File: config.mk
export PLATFORM = sky130hd
export DESIGN_NAME = memory_arbiter
export DESIGN_NICKNAME = d
export VERILOG_FILES = /design/src/rtl/memory_arbiter_pkg.sv /design/src/rtl/arbiter_pick.sv /design/src/rtl/memory_arbiter.sv
export SDC_FILE = /design/constraint.sdc
export NUM_CORES = 1
export LEC_CHECK = 0
export CAP_MARGIN = 20
export CORE_AREA = 2 2 119 121
export DETAILED_ROUTE_END_ITERATION = 8
export DIE_AREA = 0 0 121 123
export DONT_BUFFER_PORTS = 1
export SKIP_LAST_GASP = 1
export SLEW_MARGIN = 20
export SYNTH_ARGS = -nofsm -noshare
export SYNTH_HDL_FRONTEND = slang
export SYNTH_SLANG_ARGS = --single-unit
export TNS_END_PERCENT = 5
File: constraint.sdc
create_clock -name clk -period 4.5 [get_ports clk]
set_clock_uncertainty 0.15 [all_clocks]
set_input_delay 0.675 -clock clk [delete_from_list [all_inputs] [get_ports clk]]
set_output_delay 0.675 -clock clk [all_outputs]
set_load 0.005 [all_outputs]
File: src/rtl/memory_arbiter_pkg.sv
// Shared types and constants for the two-port memory arbiter.
package memory_arbiter_pkg;

  typedef enum logic [1:0] {
    IDLE   = 2'd0,
    ACCESS = 2'd1,
    WAIT   = 2'd2,
    RESP   = 2'd3
  } state_t;

  localparam logic [2:0] OPT_LB  = 3'b000;
  localparam logic [2:0] OPT_LH  = 3'b001;
  localparam logic [2:0] OPT_LW  = 3'b010;
  localparam logic [2:0] OPT_LBU = 3'b100;
  localparam logic [2:0] OPT_LHU = 3'b101;

  localparam logic PORT0 = 1'b0;
  localparam logic PORT1 = 1'b1;

endpackage

File: src/rtl/arbiter_pick.sv
// Combinational grant selection between two requesters; i_prefer names the
// port that wins when both request in the same cycle.
module arbiter_pick
  import memory_arbiter_pkg::*;
(
  input  logic i_req0,
  input  logic i_req1,
  input  logic i_prefer,
  output logic o_gnt_vld,
  output logic o_gnt_port
);

  always_comb begin
    o_gnt_vld  = i_req0 | i_req1;
    o_gnt_port = PORT0;
    if (i_req0 && i_req1) begin
      o_gnt_port = i_prefer;
    end else if (i_req1) begin
      o_gnt_port = PORT1;
    end
  end

endmodule

File: src/rtl/memory_arbiter.sv
// Shares one Memory between the core (port 0) and the loader (port 1), one access at a time.
// ARBITER_ROUND_ROBIN_EN: alternate grants on ties; otherwise port 1 always wins a tie.
module memory_arbiter
  import memory_arbiter_pkg::*;
#(
  parameter int MEM_LATENCY = 1,
  parameter int ADDR_WIDTH  = 32,
  parameter int DATA_WIDTH  = 32
) (
  input  logic                  clk,
  input  logic                  rst_n,
  input  logic                  m0_read,
  input  logic                  m0_write,
  input  logic [2:0]            m0_option,
  input  logic [ADDR_WIDTH-1:0] m0_address,
  input  logic [DATA_WIDTH-1:0] m0_write_data,
  output logic [DATA_WIDTH-1:0] m0_read_data,
  output logic                  m0_response,
  input  logic                  m1_read,
  input  logic                  m1_write,
  input  logic [2:0]            m1_option,
  input  logic [ADDR_WIDTH-1:0] m1_address,
  input  logic [DATA_WIDTH-1:0] m1_write_data,
  output logic [DATA_WIDTH-1:0] m1_read_data,
  output logic                  m1_response,
  output logic                  mem_read,
  output logic                  mem_write,
  output logic [2:0]            mem_option,
  output logic [ADDR_WIDTH-1:0] mem_address,
  output logic [DATA_WIDTH-1:0] mem_write_data,
  input  logic [DATA_WIDTH-1:0] mem_read_data,
  output logic                  busy
);

  localparam logic [3:0] LAT_C = 4'(MEM_LATENCY);

  state_t                r_state;
  state_t                w_state_nxt;
  logic                  r_owner;
  logic                  r_write;
  logic [2:0]            r_option;
  logic [ADDR_WIDTH-1:0] r_addr;
  logic [DATA_WIDTH-1:0] r_wdata;
  logic [DATA_WIDTH-1:0] r_rdata;
  logic [3:0]            r_cnt;

  logic w_req0;
  logic w_req1;
  logic w_prefer;
  logic w_gnt_vld;
  logic w_gnt_port;
  logic w_grant;
  logic w_last_wait;
  logic w_strobe;

  assign w_req0      = m0_read | m0_write;
  assign w_req1      = m1_read | m1_write;
  assign w_grant     = (r_state == IDLE) && w_gnt_vld;
  assign w_last_wait = (r_cnt == 4'd1);

`ifdef ARBITER_ROUND_ROBIN_EN
  logic r_last;

  // Reset to "port 1 last" so port 0 wins the first tie.
  always_ff @(posedge clk or negedge rst_n) begin
    if (!rst_n) begin
      r_last <= PORT1;
    end else if (w_grant) begin
      r_last <= w_gnt_port;
    end
  end

  assign w_prefer = ~r_last;
`else
  assign w_prefer = PORT1;
`endif

  arbiter_pick u_pick (
    .i_req0    (w_req0),
    .i_req1    (w_req1),
    .i_prefer  (w_prefer),
    .o_gnt_vld (w_gnt_vld),
    .o_gnt_port(w_gnt_port)
  );

  always_ff @(posedge clk or negedge rst_n) begin
    if (!rst_n) begin
      r_state <= IDLE;
    end else begin
      r_state <= w_state_nxt;
    end
  end

  always_comb begin
    w_state_nxt = r_state;
    case (r_state)
      IDLE:    if (w_gnt_vld) w_state_nxt = ACCESS;
      ACCESS:  w_state_nxt = WAIT;
      WAIT:    if (w_last_wait) w_state_nxt = RESP;
      RESP:    w_state_nxt = IDLE;
      default: w_state_nxt = IDLE;
    endcase
  end

  // Read+write together on one port is a write.
  always_ff @(posedge clk or negedge rst_n) begin
    if (!rst_n) begin
      r_owner  <= PORT0;
      r_write  <= 1'b0;
      r_option <= '0;
      r_addr   <= '0;
      r_wdata  <= '0;
      r_rdata  <= '0;
      r_cnt    <= '0;
    end else begin
      if (w_grant) begin
        r_owner <= w_gnt_port;
        if (w_gnt_port == PORT1) begin
          r_write  <= m1_write;
          r_option <= m1_option;
          r_addr   <= m1_address;
          r_wdata  <= m1_write_data;
        end else begin
          r_write  <= m0_write;
          r_option <= m0_option;
          r_addr   <= m0_address;
          r_wdata  <= m0_write_data;
        end
      end
      if (r_state == ACCESS) begin
        r_cnt <= LAT_C;
      end else if (r_state == WAIT) begin
        r_cnt <= r_cnt - 4'd1;
        if (w_last_wait && !r_write) begin
          r_rdata <= mem_read_data;
        end
      end
    end
  end

  assign w_strobe       = (r_state == ACCESS) || (r_state == WAIT);
  assign mem_read       = w_strobe && !r_write;
  assign mem_write      = w_strobe && r_write;
  assign mem_option     = r_option;
  assign mem_address    = r_addr;
  assign mem_write_data = r_wdata;

  assign m0_read_data = r_rdata;
  assign m1_read_data = r_rdata;
  assign m0_response  = (r_state == RESP) && (r_owner == PORT0);
  assign m1_response  = (r_state == RESP) && (r_owner == PORT1);
  assign busy         = (r_state != IDLE);

endmodule

# Yosys cells after proc, flatten, opt, wreduce, memory -nomap -nowiden
# Index checks and enable logic that the tools add are counted.
dict set report classes {
  n_addsub 1
  n_eq_ne 6
  muxes 11
  bitwise_logic 5
  n_reduce_logical 14
}
# operator n
set op_table {}
lappend op_table {{$mux 32} 2}
lappend op_table {{$mux 4} 2}
lappend op_table {{$pmux 2 s4} 1}
lappend op_table {{$logic_and 1x1->1} 7}
lappend op_table {{$eq 2x2->1 const B} 2}
lappend op_table {{$eq 4x1->1 const B} 1}
lappend op_table {{$mux 2} 2}
lappend op_table {{$ne 2x2->1 const B} 2}
lappend op_table {{$reduce_bool 2->1} 2}
lappend op_table {{$sub 4x1->4 const B} 1}
lappend op_table {{$mux 1} 3}
lappend op_table {{$mux 3} 1}
lappend op_table {{$or 1x1->1} 3}
lappend op_table {{$reduce_and 3->1} 1}
lappend op_table {{$eq 2x1->1 const B} 1}
lappend op_table {{$logic_not 2->1} 1}
lappend op_table {{$not 1->1} 2}
lappend op_table {{$reduce_and 2->1} 1}
lappend op_table {{$logic_not 1->1} 1}
lappend op_table {{$logic_or 1x1->1} 1}
dict set report word_totals {
  ff_bits 107
  word_cells 45
}

# Longest topological paths before layout
# Gate-level depths: netlist of run 1.
dict set report depth {
  ltp_word 4
  mapped_depth 7
}

# Cells and area by module
# Synthesis of run 1 repeated with hierarchy kept, for this count alone.
dict set report hier_totals {
  cells_unflattened 446
  area_unflattened_um2 5127.4
}
# module instances cells_per_inst area_per_inst_um2 seq_area_each_um2
set by_module_without_submodules {}
lappend by_module_without_submodules {memory_arbiter 1 443 5109.9 2677.6}
lappend by_module_without_submodules {arbiter_pick 1 3 17.5 0.0}

# Worst setup path after synthesis of run 1
# Ideal clock, no wire load.
dict set report synth_path {
  path_type {reg2reg}
  from {register r_cnt[1]}
  to {register r_rdata[10] (netlist: m0_read_data[10])}
  t_arrival_ps 1834
  required_ps 4225
  slack_ps 2391
  path_stages_with_launch 8
  path_buffers 2
  synth_period_minus_slack_ps 2109
  cell_sequence {dfrtp_1 -> inv_1 -> ha_1 -> or3b_1 -> or3b_1 -> buf_6 -> buf_12 -> mux2_4}
}
dict set report synth_between {
  elab_chain_len 3
}
# element line
set synth_lines {}
lappend synth_lines {{start: declaration} memory_arbiter.sv:45} ;# logic [3:0] r_cnt;
lappend synth_lines {{start signal: assignment} memory_arbiter.sv:133} ;# r_cnt <= r_cnt - 4'd1;
lappend synth_lines {{$eq 4x1->1} memory_arbiter.sv:59} ;# assign w_last_wait = (r_cnt == 4'd1);
lappend synth_lines {{$logic_and 1x1->1} memory_arbiter.sv:134} ;# if (w_last_wait && !r_write) begin
lappend synth_lines {{$reduce_and 3->1 (no source line)} --}
lappend synth_lines {{end signal: assignment} memory_arbiter.sv:135} ;# r_rdata <= mem_read_data;
lappend synth_lines {{end: declaration} memory_arbiter.sv:44} ;# logic [DATA_WIDTH-1:0] r_rdata;
# Every way passes these cells.
# A chain may end at the register's enable or synchronous reset.

# Worst setup path in the final report of run 1
dict set report layout_path {
  from {register r_cnt[1]}
  to {register r_rdata[23] (netlist: m0_read_data[23])}
}
# Same word-level chain as after synthesis.

==> results of run 1 <==
power by group through the flow:
stage                     sequential [mW]  clock, mW  combinational, mW
after floorplan                      1.78          0               1.12
after global placement               1.97          0              0.954
after detailed placement             1.97          0               1.02
after CTS                            1.96      0.757               1.04
after global routing                 2.03      0.800               1.18
final                                1.95      0.732               1.02
per-stage QoR:
stage	power [mW]	setup WS, ps	std cells	instance area [µm²]	utilization, %
6_report	3.70	2170	584	5270	38.7
5_1_grt	4.01	2080	584	5270	38.7
4_1_cts	3.76	1860	584	5270	38.7
3_5_place_dp	2.99	1840	567	4970	36.5
3_3_place_gp	2.92	1920	567	4970	36.5
2_1_floorplan	2.90	2390	442	5120	-
critical path: cells and delay by family (launching register included):
kind / cells / cell delay [ps]
AND/OR/NAND/NOR: 2 / 1030
flip-flops: 1 / 390
multiplexers: 1 / 380
adder cells (fa/ha/maj): 1 / 150
buffers and inverters: 1 / 100
how the worst min path moves through the flow:
| stage | from | endpoint | slack [ps] | cells after the start |
|---|---|---|---|---|
| after floorplan | rst_n | m0_read_data[0]$_DFFE_PN0P_ | 230 | 0 |
| after global placement | rst_n | m0_read_data[16]$_DFFE_PN0P_ | 230 | 0 |
| after CTS | rst_n | mem_write_data[10]$_DFFE_PN0P_ | 120 | 1 |
| after detailed placement | rst_n | m0_read_data[16]$_DFFE_PN0P_ | 230 | 0 |
| after global routing | rst_n | mem_write_data[15]$_DFFE_PN0P_ | 120 | 1 |
| final | rst_n | mem_write_data[26]$_DFFE_PN0P_ | 90 | 1 |
cell type report:
type | instances | area (µm²) | area share (%)
inverters | 7 | 26.3 | 0.499
flip-flops and latches | 107 | 2680 | 50.8
repair buffers | 4 | 50.0 | 0.950
well taps | 180 | 225 | 4.28
clock inverters | 5 | 37.5 | 0.713
multi-input cells | 270 | 2020 | 38.3
clock buffers | 11 | 233 | 4.42
sequential cells by signal (all words and copies together) (netlist names):
register / count
r_write: 1
r_state: 2
mem_address: 32
m0_read_data: 32
r_owner: 1
mem_write_data: 32
mem_option: 3
r_cnt: 4
cells by family after synthesis:
kind of cell / count (synthesis) / synth area share (%)
DFF: 107 / 52.3
muxes: 101 / 22.8
and+or+nand+nor: 84 / 6.67
AOI/OAI and AO/OA: 79 / 8.34
buffers and inverters: 65 / 8.44
adders and majority gates: 6 / 1.47
synthesized netlist by cell type:
library cell and number:
dfrtp_1 107, nor2_1 4, buf_4 32, o22a_1 1
buf_12 3, and2_1 2, buf_6 1, nor3_1 1
o41ai_4 1, mux2i_1 68, nand2_1 71, mux2_4 30
ha_1 6, clkbuf_1 13, or3b_1 2, inv_1 7
a32oi_1 1, buf_2 9, mux2_2 3, o22ai_1 1
a21oi_1 2, o21ai_0 73, nor2b_1 4
layer usage:
layer | wire [µm] | global-route usage [%] | vias up | part of all wire [%]
met1 | 4210 | 16.0 | 1359 | 37
met3 | 1140 | 6.46 | 15 | 10
met4 | 199 | 5.81 | 0 | 1.7
met2 | 5910 | 25.4 | 176 | 52
met5 | 0 | 0 | - | 0
li1 | - | - | 1386 | -
repair_timing:
item / in CTS / in global routing
hold buffers: 1 / 0
hold endpoints to repair: 107 / 0
setup buffers: 0 / 0
==> results by group, run 1 <==
Route
  • Drt wl/cell: 19.6 µm
  • 1st-pass router iterations: 4
  • Via count: 2936
  • Vias per cell: 5.03
  • Remaining DRCs: 0
  • Drt total wl: 11.5 mm
  • Detail Route Antenna Nets: 0
  • Initial drt markers: 172

Finish
  • Final #Nets: 577
  • Diodes inserted: 0
  • Fraction of layout cells with a size suffix above 1: 13.4%
  • Most common cell after layout, fill and taps aside: dfrtp_1
  • Most frequent cells in the layout: 107 x dfrtp_1, 73 x o21ai_0, 71 x nand2_1, 68 x mux2i_1, 30 x mux2_4
  • Fillers: 1313
  • Layout area overhead: 2.93%

Power and ir drop
  • Gate power share: 27.5%
  • Worst VDD drop: 0.249 mV
  • Switching Share: 37.0%
  • Leak pwr: 2.39 nW
  • Sw Pwr: 1.37 mW
  • Clock network fraction of design power: 19.8%
  • Cell Int Power: 2.33 mW
  • Flop pwr share: 52.7%
  • Cell Pwr Density: 702 nW/µm²

Die
  • Die width: 121 µm
  • # rows: 43
  • Core Footprint: 13600 µm²
  • IO Pins: 308
  • Initial core utilization: 37.6%
  • Die Ht: 123 µm
  • Full die area: 14900 µm²

Critical path
  • Crit start category: register
  • R2R setup slack: 2170 ps
  • Setup crit end: m0_read_data[23]$_DFFE_PN0P_
  • Slowest stage delay, CP: 650 ps
  • Worst r2r dst: m0_read_data[23]$_DFFE_PN0P_
  • Worst reg-to-reg path cell count: 5
  • Crit-path slowest cell: or3b_4
  • Worst Path Required: 4580 ps
  • WS Path Type: reg -> reg
  • Setup crit start: r_cnt[1]$_DFFE_PN0P_
  • Critical-path cell list: inv_1 -> ha_1 -> or3b_1 -> or3b_4 -> mux2_4
  • R2R Path Start: r_cnt[1]$_DFFE_PN0P_
  • Worst Setup End Kind: register
  • CP Max Fanout: 32
  • Worst path arrival time: 2410 ps

Global routing
  • Largest net degree at the start of global routing: 108
  • Vias in the first global route: 2950
  • Congestion Overflow GR: 0
  • Overall routing resource usage: 14.7%
  • First-pass GRT wire length: 16.3 mm
  • Initial antenna violation count: 0

Logic synthesis
  • Syn nets: 620
  • YS warnings: 0
  • Post-Syn Area: 5120 µm²
  • Synth area leaders: dfrtp_1 52%, mux2i_1 13%, mux2_4 8.8%
  • Cells after Synth: 442
  • Mapped Avg Cell Area: 11.6 µm²
  • Synth area leader: dfrtp_1
  • Distinct cell type count after synthesis: 23
  • Sequential area share after synthesis: 52.3%
  • Synthesized flop and latch total: 107
  • Top cell type's share of synthesized area: 52.3%

Timing
  • Final period util: 51.8%
  • Setup TNS: 0 ps
  • Crit path time final: 2330 ps
  • Tightest Pin Transition: 961 ps
  • Setup-failing EPs final: 0
  • Final hold slack: 94.2 ps
  • Final Hold Fails: 0
  • RSZ-0062 raised after global routing: no
  • Pins Over Slew Limit: 0
  • F_max: 429 MHz
  • Relative slew slack: 35.9%

Clock network
  • CTS tree: done
  • TritonCTS Sinks: 107
  • CTS Buf Count: 9
  • H-tree Lvls: 3
  • Post-cts sizing count: 0
  • Clk Latency, worst-skew pair: 340 ps
  • Reg clk slew, reported paths: 70 ps
  • Maximum clock insertion buffer count: 2
  • CTS root buf: clkbuf_16

Flow run
  • Max-cap violations: 0

Min path
  • Hold Path Class: in -> async

Placed design
  • # port buffers: 0
  • Detailed placement HPWL: 8.35 mm
  • Gp weighted congestion: 0.682

Status
  • Status: finished clean
Power figures use the tool's default switching activity.
==> inputs of run 2 (changes only) <==
--- a/config.mk
+++ b/config.mk
@@ -6,9 +6,9 @@
 export NUM_CORES = 1
 export LEC_CHECK = 0
 export CAP_MARGIN = 20
-export CORE_AREA = 2 2 119 121
+export CORE_AREA = 2 2 120 122
 export DETAILED_ROUTE_END_ITERATION = 8
-export DIE_AREA = 0 0 121 123
+export DIE_AREA = 0 0 122 124
 export DONT_BUFFER_PORTS = 1
 export SKIP_LAST_GASP = 1
 export SLEW_MARGIN = 20
==> constraint.sdc (replaced) <==
create_clock -name clk -period 1.9 [get_ports clk]
set_clock_uncertainty 0.15 [all_clocks]
set_input_delay 0.285 -clock clk [delete_from_list [all_inputs] [get_ports clk]]
set_output_delay 0.285 -clock clk [all_outputs]
set_load 0.005 [all_outputs]
==> results by group, run 2 (same netlist as run 1, synthesis figures left out) <==
Status
  • Status: finished, violations left
  • Failing checks: hold timing, setup timing

Die
  • Initial core utilization: 37.3%
  • IO Pins: 308
  • Die Ht: 124 µm
  • Die width: 122 µm
  • Core Footprint: 13700 µm²
  • Full die area: 15100 µm²
  • # rows: 43

Finish
  • Most frequent cells in the layout: 107 x dfrtp_1, 96 x dlygate4sd3_1, 73 x o21ai_0, 71 x nand2_1, 68 x mux2i_1
  • Diodes inserted: 0
  • Fraction of layout cells with a size suffix above 1: 14.0%
  • Final #Nets: 686
  • Most common cell after layout, fill and taps aside: dfrtp_1
  • Design area: 6430 µm²
  • Layout area overhead: 25.7%

Power and ir drop
  • Clock network fraction of design power: 19.2%
  • Worst VDD drop: 0.546 mV
  • Flop pwr share: 49.6%
  • Sw Pwr: 3.35 mW
  • Cell Int Power: 5.95 mW
  • Gate power share: 31.2%
  • Switching Share: 36.0%
  • Cell Pwr Density: 1450 nW/µm²
  • Leak pwr: 2.91 nW

Route
  • Drt wl/cell: 19.0 µm
  • Drt total wl: 13.2 mm
  • 1st-pass router iterations: 4
  • Vias per cell: 5.06
  • Via count: 3509
  • Remaining DRCs: 0
  • Detail Route Antenna Nets: 0
  • Initial drt markers: 129

Min path
  • Hold Path Class: in -> async

Timing
  • RSZ-0062 raised after global routing: yes
  • Relative slew slack: 46.9%
  • F_max: 458 MHz
  • Final Hold Fails: 107
  • Setup-failing EPs final: 33
  • Final setup margin: -285 ps
  • Tightest Pin Transition: 794 ps
  • Final hold slack: -518 ps
  • Pins Over Slew Limit: 0
  • Crit path time final: 2180 ps
  • Final period util: 115%

Global routing
  • Vias in the first global route: 3657
  • Overall routing resource usage: 16.4%
  • First-pass GRT wire length: 18.9 mm
  • Largest net degree at the start of global routing: 108
  • Initial antenna violation count: 1
  • Congestion Overflow GR: 0

Critical path
  • Worst r2r dst: m0_read_data[10]$_DFFE_PN0P_
  • R2R Path Start: r_cnt[1]$_DFFE_PN0P_
  • Crit start category: register
  • Worst reg-to-reg path cell count: 6
  • CP Max Fanout: 6
  • Worst Setup End Kind: register
  • WS Path Type: reg -> reg
  • Setup crit end: m0_read_data[10]$_DFFE_PN0P_
  • Worst path arrival time: 2260 ps
  • Worst Path Required: 1970 ps
  • R2R setup slack: -280 ps
  • Setup crit start: r_cnt[1]$_DFFE_PN0P_

Clock network
  • CTS tree: done
  • Clk Latency, worst-skew pair: 340 ps
  • Reg clk slew, reported paths: 70 ps
  • H-tree Lvls: 3
  • CTS Buf Count: 9
  • Hold-fix buffers at CTS: 96
  • TritonCTS Sinks: 107
  • CTS root buf: clkbuf_16
  • Maximum clock insertion buffer count: 2

Placed design
  • # port buffers: 0
  • Area of placed instances: 5080 µm²
  • Detailed placement HPWL: 8.88 mm
  • Gp weighted congestion: 0.756

Flow run
  • Max-cap violations: 0
## run 2: cell count changes in the layout (fill, tap and decap cells not counted), moves of 2 or more
cell	delta
clkbuf_1	-2
dlygate4sd3_1	+96
clkinvlp_4	-2
buf_12	+4
clkbuf_8	+2
buf_4	+7
## run 2: power by group through the flow
stage                     logic [mW]  registers [mW]  clock network, mW
after detailed placement        2.64            4.64                  0
final                           2.91            4.61               1.79
after floorplan                 2.64            4.22                  0
after global placement          2.47            4.62                  0
after CTS                       2.84            4.61               1.85
after global routing            3.29            4.78               1.95
## run 2: worst min-delay path by stage
stage | start | end | slack (ps) | cells after the start
after floorplan | rst_n | m0_read_data[0]$_DFFE_PN0P_ | -160 | 0
after global placement | rst_n | m0_read_data[19]$_DFFE_PN0P_ | -160 | 0
after detailed placement | rst_n | m0_read_data[19]$_DFFE_PN0P_ | -160 | 0
after CTS | rst_n | m0_read_data[19]$_DFFE_PN0P_ | -540 | 0
after global routing | rst_n | mem_write_data[28]$_DFFE_PN0P_ | -540 | 0
final | rst_n | m0_read_data[16]$_DFFE_PN0P_ | -520 | 0
## run 2: timing repair
action / in CTS / in global routing
endpoints found under the hold margin: 174 / 107
buffers inserted: 1 / 2
setup endpoints to repair: 33 / 35
gates resized for setup: 4 / 3
gates cloned: 1 / 1
pin swaps: 1 / 1
## run 2: layout make-up
cell class | count | area, µm²
Clock buffer | 11 | 253
Multi-Input combinational cell | 270 | 2030
Clock inverter | 5 | 36.3
Sequential cell | 107 | 2680
Tap cell | 180 | 225
Timing Repair Buffer | 113 | 1180
Inverter | 7 | 26.3
Fill cell | 1199 | 7290
## run 2: routing by layer
layer  global-route usage, %  wire length, µm  vias to the layer above
met1                    17.1             4680                     1663
met2                    30.3             7080                      208
met3                    4.72             1080                       23
met4                    7.90              306                        2
met5                       0               13                        -
li1                        -                -                     1613
## run 2: stage by stage
step / power, mW / util, % / cells / setup TNS (ps) / worst slack, ps
final: 9.31 / 46.9 / 693 / -8520 / -285
after global routing: 10.0 / 46.9 / 693 / -10060 / -322
after CTS: 9.31 / 46.5 / 690 / -8680 / -288
after detailed placement: 7.27 / 37.1 / 576 / -11020 / -358
after global placement: 7.09 / 37.1 / 576 / -9850 / -315
after floorplan: 6.86 / - / 442 / -6350 / -209
## run 2: worst max-delay path, cell delays in order (launching register included)
cell,delay [ps]
dfrtp_1,390
inv_2,80
ha_4,110
or3b_4,370
or3b_4,460
clkbuf_16,200
mux2_4,300
==> inputs of run 3 (changes only) <==
--- a/config.mk
+++ b/config.mk
@@ -10,6 +10,7 @@
 export DETAILED_ROUTE_END_ITERATION = 8
 export DIE_AREA = 0 0 122 124
 export DONT_BUFFER_PORTS = 1
+export GPL_TIMING_DRIVEN = 0
 export SKIP_LAST_GASP = 1
 export SLEW_MARGIN = 20
 export SYNTH_ARGS = -nofsm -noshare
==> results by group, run 3 (same netlist as run 1, synthesis figures left out) <==
Power and ir drop
  • Gate power share: 35.0%
  • Worst VDD drop: 0.484 mV
  • Cell Int Power: 6.31 mW
  • Flop pwr share: 46.2%
  • Switching Share: 36.2%
  • Final total power: 9.89 mW
  • Leak pwr: 3.11 nW
  • Cell Pwr Density: 1460 nW/µm²
  • Clock network fraction of design power: 18.9%
  • Sw Pwr: 3.58 mW

Route
  • Remaining DRCs: 0
  • Vias per cell: 5.13
  • Detail Route Antenna Nets: 0
  • Drt total wl: 15.0 mm
  • Via count: 3852
  • Drt wl/cell: 20.0 µm
  • Initial drt markers: 155
  • 1st-pass router iterations: 4

Clock network
  • Maximum clock insertion buffer count: 2
  • Clk Latency, worst-skew pair: 350 ps
  • TritonCTS Sinks: 107
  • CTS tree: done
  • CTS Buf Count: 9
  • H-tree Lvls: 3
  • CTS root buf: clkbuf_16
  • Hold-fix buffers at CTS: 111
  • Reg clk slew, reported paths: 70 ps

Timing
  • Relative slew slack: 51.3%
  • Setup TNS: -8860 ps
  • Setup-failing EPs final: 33
  • F_max: 456 MHz
  • Final hold slack: -524 ps
  • Crit path time final: 2190 ps
  • Tightest Pin Transition: 731 ps
  • Pins Over Slew Limit: 0
  • RSZ-0062 raised after global routing: yes
  • Final setup margin: -294 ps
  • Final Hold Fails: 109
  • Final period util: 115%

Finish
  • Most common cell after layout, fill and taps aside: dlygate4sd3_1
  • Most frequent cells in the layout: 111 x dlygate4sd3_1, 107 x dfrtp_1, 73 x o21ai_0, 71 x nand2_1, 68 x mux2i_1
  • Final Core Density: 49.5%
  • Fraction of layout cells with a size suffix above 1: 18.0%
  • Diodes inserted: 0
  • Design area: 6790 µm²
  • Final #Nets: 744
  • Layout area overhead: 32.6%

Critical path
  • Critical-path cell list: inv_2 -> ha_1 -> or3b_4 -> or3b_1 -> buf_6 -> buf_12 -> mux2_4
  • Worst Setup End Kind: register
  • WS Path Type: reg -> reg
  • Crit-path slowest cell: dfrtp_1
  • Crit start category: register
  • CP Max Fanout: 10
  • Worst Path Required: 1980 ps
  • Slowest stage delay, CP: 390 ps
  • Worst path arrival time: 2280 ps

Min path
  • Hold Path Class: in -> async

Global routing
  • Initial antenna violation count: 1
  • Vias in the first global route: 4045
  • Largest net degree at the start of global routing: 108
  • First-pass GRT wire length: 21.8 mm
  • Congestion Overflow GR: 0
  • Overall routing resource usage: 19.3%

Status
  • Failing checks: hold timing, setup timing
  • Status: finished, violations left

Placed design
  • # port buffers: 0
  • Gp weighted congestion: 0.774
  • Detailed placement HPWL: 10.5 mm
  • Area of placed instances: 5340 µm²

Die
  • Full die area: 15100 µm²
  • Die width: 122 µm
  • Die Ht: 124 µm
  • IO Pins: 308
  • Core Footprint: 13700 µm²
  • Initial core utilization: 37.3%
  • # rows: 43

Flow run
  • Max-cap violations: 0
==> run 3: cell count changes in the layout (fill, tap and decap cells not counted), moves of 2 or more <==
cell	before	now
buf_4	10	37
clkinv_2	2	0
buf_2	0	7
dlygate4sd3_1	96	111
clkbuf_1	0	11
==> run 3: final timing paths <==
kind | from | to | slack [ps] | depth (start not counted)
max in group asynchronous | rst_n | m0_read_data[28]$_DFFE_PN0P_ | 1900 | 0
worst max register to register | r_cnt[1]$_DFFE_PN0P_ | m0_read_data[12]$_DFFE_PN0P_ | -290 | 7
worst min register to register | r_cnt[0]$_DFFE_PN0P_ | r_cnt[0]$_DFFE_PN0P_ | 360 | 1
min in group clk | m0_write_data[0] | mem_write_data[0]$_DFFE_PN0P_ | -10 | 2
worst max-delay path | r_cnt[1]$_DFFE_PN0P_ | m0_read_data[12]$_DFFE_PN0P_ | -290 | 7
worst min-delay path | rst_n | m0_read_data[15]$_DFFE_PN0P_ | -520 | 0
==> run 3: cell type report <==
| class | instances | area [µm²] |
|---|---|---|
| multi-input cells | 270 | 2020 |
| repair buffers | 114 | 1130 |
| inverters | 7 | 26.3 |
| fillers | 1196 | 6930 |
| clock inverters | 4 | 33.8 |
| clock buffers | 12 | 267 |
| flip-flops and latches | 107 | 2680 |
| well taps | 180 | 225 |
| plain buffers | 57 | 408 |
==> run 3: layer usage <==
metal / vias to the layer above / track usage [%] / wire length (µm)
li1: 1727 / - / -
met1: 1857 / 20.4 / 5440
met2: 229 / 33.9 / 7790
met3: 37 / 6.04 / 1240
met4: 2 / 11.6 / 540
met5: - / 0 / 14
==> run 3: through the flow <==
| step | hold WS, ps | instances | setup slack (ps) |
|---|---|---|---|
| 2_1_floorplan | -161 | 442 | -209 |
| 3_3_place_gp | -158 | 622 | -822 |
| 3_5_place_dp | -158 | 622 | -858 |
| 4_1_cts | -543 | 751 | -338 |
| 5_1_grt | -551 | 751 | -341 |
| 6_report | -524 | 751 | -294 |
==> run 3: critical path, delay by kind of cell, from the launching register on <==
family / cells / cell delay (ps)
fa+ha+maj: 1 / 120
flops: 1 / 390
buf+inv: 3 / 360
mux: 1 / 300
simple gates: 2 / 760
==> run 3: power by group through the flow <==
stage          Clock [mW]  Sequential [mW]  Combinational [mW]
2_1_floorplan           0             4.22                2.64
3_3_place_gp            0             4.56                3.09
3_5_place_dp            0             4.59                3.24
4_1_cts              1.91             4.56                3.46
5_1_grt              2.00             4.71                3.94
6_report             1.86             4.57                3.46
==> run 3: what timing repair did <==
action                                  in CTS  in global routing
gates resized for setup                      7                  0
pin swaps                                    1                  1
endpoints found under the setup margin      74                 88
buffers inserted                             2                  1
endpoints found under the hold margin      181                107
